$ cat src/rtl/uart_calc_core.sv
// uart_calc_core: line-oriented decimal calculator sitting between a UART
// receiver and transmitter. Bytes build an optional operator plus operand;
// CR applies it to a signed accumulator and the result is streamed back
// as an ASCII line.
module uart_calc_core #(
  parameter int WIDTH  = 32,
  parameter int DIGITS = 4,
  parameter int ECHO   = 1
) (
  input  logic             clk,
  input  logic             reset_n,
  input  logic [7:0]       rx_data,
  input  logic             rx_valid,
  output logic [7:0]       tx_data,
  output logic             tx_valid,
  input  logic             tx_ready,
  output logic             busy,
  output logic [WIDTH-1:0] acc,
  output logic             err
);

  // ceil(WIDTH * log10(2)) decimal digits cover |most negative value|
  localparam int NSTK = (WIDTH * 30103 + 99999) / 100000;
  localparam int SCW  = $clog2(NSTK + 1);
  localparam int DCW  = $clog2(DIGITS + 1);
  localparam int MW   = WIDTH + 1;
  localparam int XW   = 34;

  typedef enum logic [2:0] {S_IDLE, S_ECHO, S_PARSE, S_EXEC, S_CONV, S_SEND} state_t;
  typedef enum logic [2:0] {OP_NONE, OP_ADD, OP_SUB, OP_MUL, OP_DIV} op_t;
  typedef enum logic [2:0] {ST_CR1, ST_LF1, ST_SIGN, ST_DIG, ST_ERR, ST_CR2, ST_LF2} step_t;

  state_t         state, state_next;
  op_t            op, rx_op;
  step_t          step, step_next;
  logic [3:0]     dbuf [DIGITS];
  logic [DCW-1:0] dcnt, pidx;
  logic [31:0]    operand;
  logic [MW-1:0]  mag;
  logic [3:0]     stk [NSTK];
  logic [SCW-1:0] scnt;
  logic [1:0]     ecnt;

  logic           is_digit, is_op, is_bs, is_clr, is_cr;
  logic           take_digit, take_op, take_bs, take_echo;
  logic           xfer, div0, parse_last, conv_last, send_last;
  logic [3:0]     cur_digit, top_digit, new_digit;
  logic [XW-1:0]  acc_x;
  logic [WIDTH-1:0] exec_val;
  logic [MW-1:0]  mag_new, mag_div;
  logic [7:0]     byte_next;
  logic [SCW-1:0] scnt_next;
  logic [1:0]     ecnt_next;

  // Classify the received byte and decide whether it edits the line.
  always_comb begin
    is_digit = (rx_data >= 8'h30) && (rx_data <= 8'h39);
    is_bs    = (rx_data == 8'h08);
    is_clr   = (rx_data == 8'h63) || (rx_data == 8'h43);
    is_cr    = (rx_data == 8'h0D);
    case (rx_data)
      8'h2B:   rx_op = OP_ADD;
      8'h2D:   rx_op = OP_SUB;
      8'h2A:   rx_op = OP_MUL;
      8'h2F:   rx_op = OP_DIV;
      default: rx_op = OP_NONE;
    endcase
    is_op      = (rx_op != OP_NONE);
    take_digit = is_digit && (dcnt < DCW'(DIGITS));
    take_op    = is_op && (dcnt == {DCW{1'b0}}) && (op == OP_NONE);
    take_bs    = is_bs && ((dcnt != {DCW{1'b0}}) || (op != OP_NONE));
    take_echo  = take_digit || take_op || take_bs;
    xfer       = tx_valid && tx_ready;
  end

  // Select the digit being parsed and the top of the result digit stack.
  always_comb begin
    cur_digit = 4'd0;
    top_digit = 4'd0;
    for (int i = 0; i < DIGITS; i++) begin
      cur_digit = (DCW'(i) == pidx) ? dbuf[i] : cur_digit;
    end
    for (int i = 0; i < NSTK; i++) begin
      top_digit = (SCW'(i) == (scnt - SCW'(1))) ? stk[i] : top_digit;
    end
    parse_last = (dcnt == {DCW{1'b0}}) || (pidx == (dcnt - DCW'(1)));
    mag_div    = mag / MW'(10);
    new_digit  = 4'(mag % MW'(10));
    conv_last  = (mag_div == {MW{1'b0}});
  end

  // Arithmetic applied on EXEC and the magnitude of its result.
  always_comb begin
    acc_x = {{(XW-WIDTH){acc[WIDTH-1]}}, acc};
    div0  = (op == OP_DIV) && (operand == 32'd0);
    case (op)
      OP_NONE: exec_val = operand[WIDTH-1:0];
      OP_ADD:  exec_val = acc + operand[WIDTH-1:0];
      OP_SUB:  exec_val = acc - operand[WIDTH-1:0];
      OP_MUL:  exec_val = acc * operand[WIDTH-1:0];
      OP_DIV:  exec_val = div0 ? acc : WIDTH'($signed(acc_x) / $signed({2'b00, operand}));
      default: exec_val = acc;
    endcase
    // Extra bit keeps the most-negative value's magnitude representable
    mag_new = exec_val[WIDTH-1] ? (~{1'b1, exec_val} + MW'(1)) : {1'b0, exec_val};
  end

  // Byte sequencer for the result line: CRLF, sign/digits or ERR, CRLF.
  always_comb begin
    step_next = step;
    byte_next = tx_data;
    scnt_next = scnt;
    ecnt_next = ecnt;
    case (step)
      ST_CR1: begin
        step_next = ST_LF1;
        byte_next = 8'h0A;
      end
      ST_LF1: begin
        if (err) begin
          step_next = ST_ERR;
          byte_next = 8'h45;
          ecnt_next = 2'd1;
        end else if (acc[WIDTH-1]) begin
          step_next = ST_SIGN;
          byte_next = 8'h2D;
        end else begin
          step_next = ST_DIG;
          byte_next = {4'h3, top_digit};
          scnt_next = scnt - SCW'(1);
        end
      end
      ST_SIGN: begin
        step_next = ST_DIG;
        byte_next = {4'h3, top_digit};
        scnt_next = scnt - SCW'(1);
      end
      ST_DIG: begin
        if (scnt == {SCW{1'b0}}) begin
          step_next = ST_CR2;
          byte_next = 8'h0D;
        end else begin
          byte_next = {4'h3, top_digit};
          scnt_next = scnt - SCW'(1);
        end
      end
      ST_ERR: begin
        if (ecnt == 2'd3) begin
          step_next = ST_CR2;
          byte_next = 8'h0D;
        end else begin
          byte_next = 8'h52;
          ecnt_next = ecnt + 2'd1;
        end
      end
      ST_CR2: begin
        step_next = ST_LF2;
        byte_next = 8'h0A;
      end
      ST_LF2: begin
        step_next = ST_CR1;
      end
      default: begin
        step_next = ST_CR1;
        byte_next = 8'h0D;
      end
    endcase
    send_last = (step == ST_LF2);
  end

  // Next-state logic of the main controller.
  always_comb begin
    state_next = state;
    case (state)
      S_IDLE: begin
        if (!rx_valid) begin
          state_next = S_IDLE;
        end else if (is_cr) begin
          state_next = S_PARSE;
        end else if (is_clr) begin
          state_next = S_SEND;
        end else if (take_echo && (ECHO != 32'sd0)) begin
          state_next = S_ECHO;
        end else begin
          state_next = S_IDLE;
        end
      end
      S_ECHO:  state_next = xfer ? S_IDLE : S_ECHO;
      S_PARSE: state_next = parse_last ? S_EXEC : S_PARSE;
      S_EXEC:  state_next = div0 ? S_SEND : S_CONV;
      S_CONV:  state_next = conv_last ? S_SEND : S_CONV;
      S_SEND:  state_next = (xfer && send_last) ? S_IDLE : S_SEND;
      default: state_next = S_IDLE;
    endcase
  end

  // Controller state register.
  always_ff @(posedge clk or negedge reset_n) begin
    if (!reset_n) begin
      state <= S_IDLE;
    end else begin
      state <= state_next;
    end
  end

  // Datapath: line buffer, accumulator, conversion stack and tx register.
  always_ff @(posedge clk or negedge reset_n) begin
    if (!reset_n) begin
      busy     <= 1'b0;
      tx_data  <= 8'h00;
      tx_valid <= 1'b0;
      acc      <= {WIDTH{1'b0}};
      err      <= 1'b0;
      op       <= OP_NONE;
      dcnt     <= {DCW{1'b0}};
      pidx     <= {DCW{1'b0}};
      operand  <= 32'd0;
      mag      <= {MW{1'b0}};
      scnt     <= {SCW{1'b0}};
      ecnt     <= 2'd0;
      step     <= ST_CR1;
      for (int i = 0; i < DIGITS; i++) dbuf[i] <= 4'd0;
      for (int i = 0; i < NSTK; i++) stk[i] <= 4'd0;
    end else begin
      busy <= (state_next != S_IDLE);
      case (state)
        S_IDLE: begin
          if (rx_valid) begin
            if (is_cr) begin
              operand <= 32'd0;
              pidx    <= {DCW{1'b0}};
              err     <= 1'b0;
            end else if (is_clr) begin
              acc      <= {WIDTH{1'b0}};
              err      <= 1'b0;
              dcnt     <= {DCW{1'b0}};
              op       <= OP_NONE;
              stk[0]   <= 4'd0;
              scnt     <= SCW'(1);
              step     <= ST_CR1;
              tx_data  <= 8'h0D;
              tx_valid <= 1'b1;
            end else begin
              if (take_digit) begin
                for (int i = 0; i < DIGITS; i++) begin
                  if (DCW'(i) == dcnt) dbuf[i] <= rx_data[3:0];
                end
                dcnt <= dcnt + DCW'(1);
              end
              if (take_op) op <= rx_op;
              if (take_bs) begin
                if (dcnt != {DCW{1'b0}}) dcnt <= dcnt - DCW'(1);
                else op <= OP_NONE;
              end
              if (take_echo && (ECHO != 32'sd0)) begin
                tx_data  <= rx_data;
                tx_valid <= 1'b1;
              end
            end
          end
        end
        S_ECHO: begin
          if (xfer) tx_valid <= 1'b0;
        end
        S_PARSE: begin
          if (dcnt != {DCW{1'b0}}) operand <= operand * 32'd10 + {28'd0, cur_digit};
          pidx <= pidx + DCW'(1);
        end
        S_EXEC: begin
          if (div0) begin
            err      <= 1'b1;
            step     <= ST_CR1;
            tx_data  <= 8'h0D;
            tx_valid <= 1'b1;
          end else begin
            acc  <= exec_val;
            mag  <= mag_new;
            scnt <= {SCW{1'b0}};
          end
        end
        S_CONV: begin
          for (int i = 0; i < NSTK; i++) begin
            if (SCW'(i) == scnt) stk[i] <= new_digit;
          end
          scnt <= scnt + SCW'(1);
          mag  <= mag_div;
          if (conv_last) begin
            step     <= ST_CR1;
            tx_data  <= 8'h0D;
            tx_valid <= 1'b1;
          end
        end
        S_SEND: begin
          if (xfer) begin
            step <= step_next;
            scnt <= scnt_next;
            ecnt <= ecnt_next;
            if (send_last) begin
              tx_valid <= 1'b0;
              dcnt     <= {DCW{1'b0}};
              op       <= OP_NONE;
            end else begin
              tx_data <= byte_next;
            end
          end
        end
        default: begin
          tx_valid <= 1'b0;
        end
      endcase
    end
  end

endmodule

$ cat config.mk
export PLATFORM = sky130hd
export DESIGN_NAME = uart_calc_core
export DESIGN_NICKNAME = d
export VERILOG_FILES = /design/src/rtl/uart_calc_core.sv
export SDC_FILE = /design/constraint.sdc
export NUM_CORES = 2
export LEC_CHECK = 0
export ABC_AREA = 1
export ABC_CLOCK_PERIOD_IN_PS = 148300
export BUFFER_PORTS_ARGS = -buffer_cell sky130_fd_sc_hd__buf_2
export CAP_MARGIN = 20
export CORE_UTILIZATION = 30
export DETAILED_ROUTE_END_ITERATION = 7
export REMOVE_ABC_BUFFERS = 1
export SYNTH_ARGS = -nofsm -noshare
export SYNTH_HDL_FRONTEND = slang
export SYNTH_SLANG_ARGS = --single-unit
$ cat constraint.sdc
create_clock -name clk -period 148.3 [get_ports clk]
set_input_delay 7.415 -clock clk [delete_from_list [all_inputs] [get_ports clk]]
set_output_delay 7.415 -clock clk [all_outputs]
set_load 0.005 [all_outputs]
Word level (Yosys, flattened, before mapping)
Cells that the tools add are included.

Bits in registers: 185.

Multipliers: 2. Equality and inequality tests: 72. Magnitude comparators: 3. Div/mod/pow operators: 3. Reduce and logical (&&, ||, !) cells: 59. Multiplexer cells: 116. Add/sub/neg operators: 10. Bitwise operators: 4.

Operators by type and width (count): 32-bit two-way mux (8); 32-bit one-hot mux with 5 select lines (1); 32-bit one-hot mux with 2 select lines (2); 4-bit two-way mux (26); 3-bit two-way mux (29); 33-bit two-way mux (2); 33-bit one-hot mux with 2 select lines (1); 8-bit two-way mux (8); 3-bit one-hot mux with 6 select lines (2); 7-bit one-hot mux with 5 select lines (1); 34-bit by 33-bit divider with 34-bit output (1); 33-bit by 1-bit adder with 33-bit output (second input constant) (1); 33-bit by 4-bit divider with 33-bit output (second input constant) (1); 33-bit zero test (1); 33-bit by 4-bit remainder unit with 33-bit output (second input constant) (1); 33-bit NOT (1); 32-bit adder (1); 32-bit by 4-bit adder with 32-bit output (1); 3-bit by 4-bit == test with 1-bit output (first input constant) (8); 8-bit by 6-bit == test with 1-bit output (second input constant) (4); 32-bit zero test (1); 32-bit by 3-bit multiplier with 31-bit output (second input constant) (1); 32-bit by 32-bit multiplier with 32-bit output (1); 8-bit one-hot mux with 4 select lines (1); 54 further kinds (165).

Depth between registers and ports, before layout
Depth in word-level cells: 18. Gate-level depth with buffers: 678. Depth with buffers taken out: 659.

Worst setup path after synthesis
OpenSTA, ideal clock, no wires.

Kind: register to register. Start: reg acc[0]. End: reg mag[27]. Cell stages (with the launch flop): 655. Required time: 148184 ps. Arrival time: 85338 ps. Buffers on the path: 26. Slack: 62846 ps. Cells stage by stage: dfrtp_1 clkbuf_1 inv_1 ha_1 inv_1 nor2_1 nand2_1 nor2_1 inv_1 nor2_1 inv_1 nor3_1 and2_1 nand3_1 nor2_1 nand2_1 nand2_1 xor2_1 (+619 left out) nor3_1 inv_1 nor2_1 nand4_1 o31ai_1 o21ai_0 a21oi_1 o21ai_0 o21ai_0 inv_1 nor2_1 nand2_1 nor2_1 nand4_1 nand3_1 nand3_1 nand2_1 nand2_1.

Longest elaborated chain between the ends: 8.

RTL lines: start: declaration (line 18) `output logic [WIDTH-1:0] acc,`; start signal: assignment (line 212) `acc <= {WIDTH{1'b0}};`; start signal: assignment (line 234) `acc <= {WIDTH{1'b0}};`; start signal: assignment (line 276) `acc <= exec_val;`; 34-bit by 33-bit divider with 34-bit output (line 101) `OP_DIV: exec_val = div0 ? acc : WIDTH'($signed(acc_x) / $signed({2'b00, operand}));`; 32-bit two-way mux (line 101); 32-bit one-hot mux with 5 select lines * (line 96) `case (op)`; 33-bit NOT (line 105) `mag_new = exec_val[WIDTH-1] ? (~{1'b1, exec_val} + MW'(1)) : {1'b0, exec_val};`; 33-bit by 1-bit adder with 33-bit output (line 105); 33-bit two-way mux * (line 105); 33-bit two-way mux * (line 270) `if (div0) begin`; 33-bit one-hot mux with 2 select lines * (line 226) `case (state)`; end signal: assignment (line 218) `mag <= {MW{1'b0}};`; end signal: assignment (line 277) `mag <= mag_new;`; end signal: assignment (line 286) `mag <= mag_div;`; end: declaration (line 39) `logic [MW-1:0] mag;`.

Mark *: on every way between the ends. The rest lies on a longest branch, timed or not. The select of a mux whose other input is x is not followed. A chain may end at the register's enable or synchronous reset.

Worst setup path in the final report
Start: reg acc[31]. End: reg mag[28].

The elaborated chain is that of the path after synthesis.

==> qor.txt <==
Async S/R FF share, synth: 100%
#FFs+latches synth: 185
Via count of the first global-routing pass: 62970
Adder-cell area share of the yosys netlist: 28.6%
DRC Markers: 20
Final Skew: 0.0215 ns
Failing checks: design-rule violations
Post-Route WL: 241000 um
Kind of critical path: reg -> reg
CP max stage delay: 0.82 ns
Fmax: 9.45 MHz
CTS H-Tree Depth: 4
# setup viols final: 0
Warnings, synthesis: 0
Port Buffers: 54
Antenna violations before repair: 12
Routability cong.: 1.07
Worst hold-check path type: reg -> reg
Die area: 219000 sq um
CTS tree: built
Core region area: 215000 sq um
Clk Latency, worst-skew pair: 0.51 ns
Post-synthesis simple-gate area fraction: 26.5%
Vias per cell: 5.16
Max-slew violation count: 0
Compound-gate portion of the synthesized area: 17.0%
Fin crit period: 105.77 ns
Starting Density: 30.2%
Post-synth EDFFs: 0
Final setup TNS: 0 ns
Row cnt: 170
Hold-fix buffers, CTS: 0
IO Count: 55
Post-CTS sizing: 0
Worst slew pin tran: 1.15 ns
Worst path required time: 148.69 ns
Clock tree sinks: 185
Final hold vios: 0
Worst Path Arrival: 106.16 ns
Chip width: 468 um
RSZ-0062 raised after global routing: no
Slew margin rel.: 21.4%
DR iter-0 viols: 5505
Largest net degree at the start of global routing: 70
Share of cells above drive strength 1: 5.40%
CTS buffer count: 17
CP Max Fanout: 38
Clock-pin slew of the registers on the worst-case setup and hold paths: 0.09 ns
Ratio of final minimum period to clock period: 71.3%
CP startpoint kind: flip-flop
CP max stage cell: clkinv_1
GR Overflow Total: 0
Area grow syn2layout: 7.00%
First-pass GRT wire length: 370000 um
Clock Tree Root: clkbuf_16
GRT Util Overall: 21.6%
Main synth FF type: dfrtp_1
Setup Buffers After CTS: 0
Antenna Nets Post-Route: 0
Filler Cells Inserted: 23789
Synth Area per Inst: 6.40 sq um
Seq/Total Area, Yosys: 7.12%
Synth area leaders: ha_1 16%, fa_1 13%, nand2_1 12%
Detailed Routing Iterations Pass 1: 8
Max cap viols: 0
Vias: 66956
Synth area leader: ha_1
Status: finished, violations left
Die height: 468 um
Main combinational cell family by area after synthesis: adder cells
Mapped Cells: 10166
Final nets: 11362
Xor/xnor cell area share of the yosys netlist: 8.04%
CP endpoint kind: flip-flop
Max Root-Sink Buffers: 2
CP most frequent cell: nand2_1
Netlist cell types: 79
Routed len/inst: 18.6 um
Top-area cell type share of the netlist area: 16.0%
DP HPWL: 186000 um
Synth Cell Area: 65000 sq um
Mux share of post-synthesis cell area: 0.246%
-- metal layers --
layer,global-route usage [%],share of wire [%]
met1,29.1,44
met2,34.2,43
met3,2.90,7.8
met4,9.79,5.3
met5,0,0.034
-- worst max-delay path: cells and delay by family, from the launching register on --
kind / cells / cell delay (ns)
adder cells (fa/ha/maj): 34 / 10.53
buffers and inverters: 110 / 16.27
AND/OR/NAND/NOR: 242 / 31.94
flip-flops: 1 / 0.81
XOR/XNOR: 2 / 0.40
multiplexers: 1 / 0.22
AO/OA/AOI/OAI: 227 / 45.05
-- worst paths after layout --
path / slack (ns) / end / depth (start not counted) / start
worst max-delay path: 42.53 / mag[28] / 616 / acc[31]
worst min-delay path: 0.49 / tx_data[2] / 2 / tx_data[2]
worst max register to register: 42.53 / mag[28] / 616 / acc[31]
worst min register to register: 0.49 / tx_data[2] / 2 / tx_data[2]
max in group asynchronous: 140.00 / acc[31] / 2 / reset_n
min in group asynchronous: 6.87 / dbuf[8] / 1 / reset_n
-- per-stage QoR --
| step | worst slack, ns | utilization [%] | area (sq um) | hold WS, ns | cells |
|---|---|---|---|---|---|
| finish | 42.53 | 32.3 | 69600 | 0.485 | 12964 |
| global route | 30.47 | 32.3 | 69600 | 0.509 | 12961 |
| CTS | 44.20 | 32.3 | 69500 | 0.492 | 12959 |
| detailed placement | 44.53 | 32.0 | 68900 | 0.465 | 12927 |
| global placement | 46.95 | 32.0 | 68900 | 0.462 | 12926 |
| floorplan | 55.14 | - | 64000 | 0.444 | 9894 |
-- placed cells by master, fill, tap and decap left out, types with 35 or more instances in the layout --
master	netlist	layout
fa_1	411	411
nor4_1	60	60
inv_1	1797	1782
nand2_1	2132	2132
xor2_1	406	406
nor3_1	152	152
nand4_1	107	107
o31ai_1	44	44
inv_2	41	57
nor2_1	852	850
o21ai_1	55	54
dfrtp_1	185	178
o21ai_0	653	652
a21oi_1	787	785
buf_4	0	140
or2_2	64	64
nand2_2	106	106
o22ai_1	61	61
nand3_1	469	467
o221ai_1	35	35
ha_1	829	829
a21o_1	39	39
buf_2	1	53
xnor2_1	188	188
o21bai_1	59	59
-- flip-flops by register name, summed over array words and instances, names as in the netlist --
signal	count
scnt	4
state	3
tx_data	8
step	3
dbuf	16
pidx	3
busy	1
ecnt	2
stk	40
operand	32
tx_valid	1
err	1
dcnt	3
mag	33
acc	32
op	3
-- layout make-up --
cell class	count	area, sq um	area share, %
flip-flops and latches	185	4640	6.67
multi-input cells	7843	52300	75.2
diodes	3	7.51	0.0108
clock inverters	15	204	0.293
well taps	2838	3550	5.10
repair buffers	197	1350	1.95
clock buffers	17	425	0.612
inverters	1866	7040	10.1
-- synth_stat cells, types with 30 or more instances --
master / instances
a21o_1: 39
a21oi_1: 787
a31oi_1: 30
buf_1: 45
clkbuf_1: 225
dfrtp_1: 185
fa_1: 411
ha_1: 829
inv_1: 1797
inv_2: 41
nand2_1: 2132
nand2_2: 106
nand3_1: 469
nand4_1: 107
nor2_1: 852
nor3_1: 152
nor4_1: 60
o211ai_1: 34
o21ai_0: 653
o21ai_1: 55
o21bai_1: 59
o221ai_1: 35
o22ai_1: 61
o31ai_1: 44
or2_2: 64
xnor2_1: 188
xor2_1: 406
-- logic make-up (layout without fill, tap and decap cells) --
kind of cell	count (synthesis)	count (layout)
AOI/OAI and AO/OA	1960	1960
xor gates and xnor gates	595	595
adders and majority gates	1240	1240
buffers and inverters	2139	2095
DFF	185	185
muxes	16	16
other	1	5
and+or+nand+nor	4030	4030
Power is not shown: default switching activity piles up to over one toggle a cycle in this logic, so the estimate is an artifact.
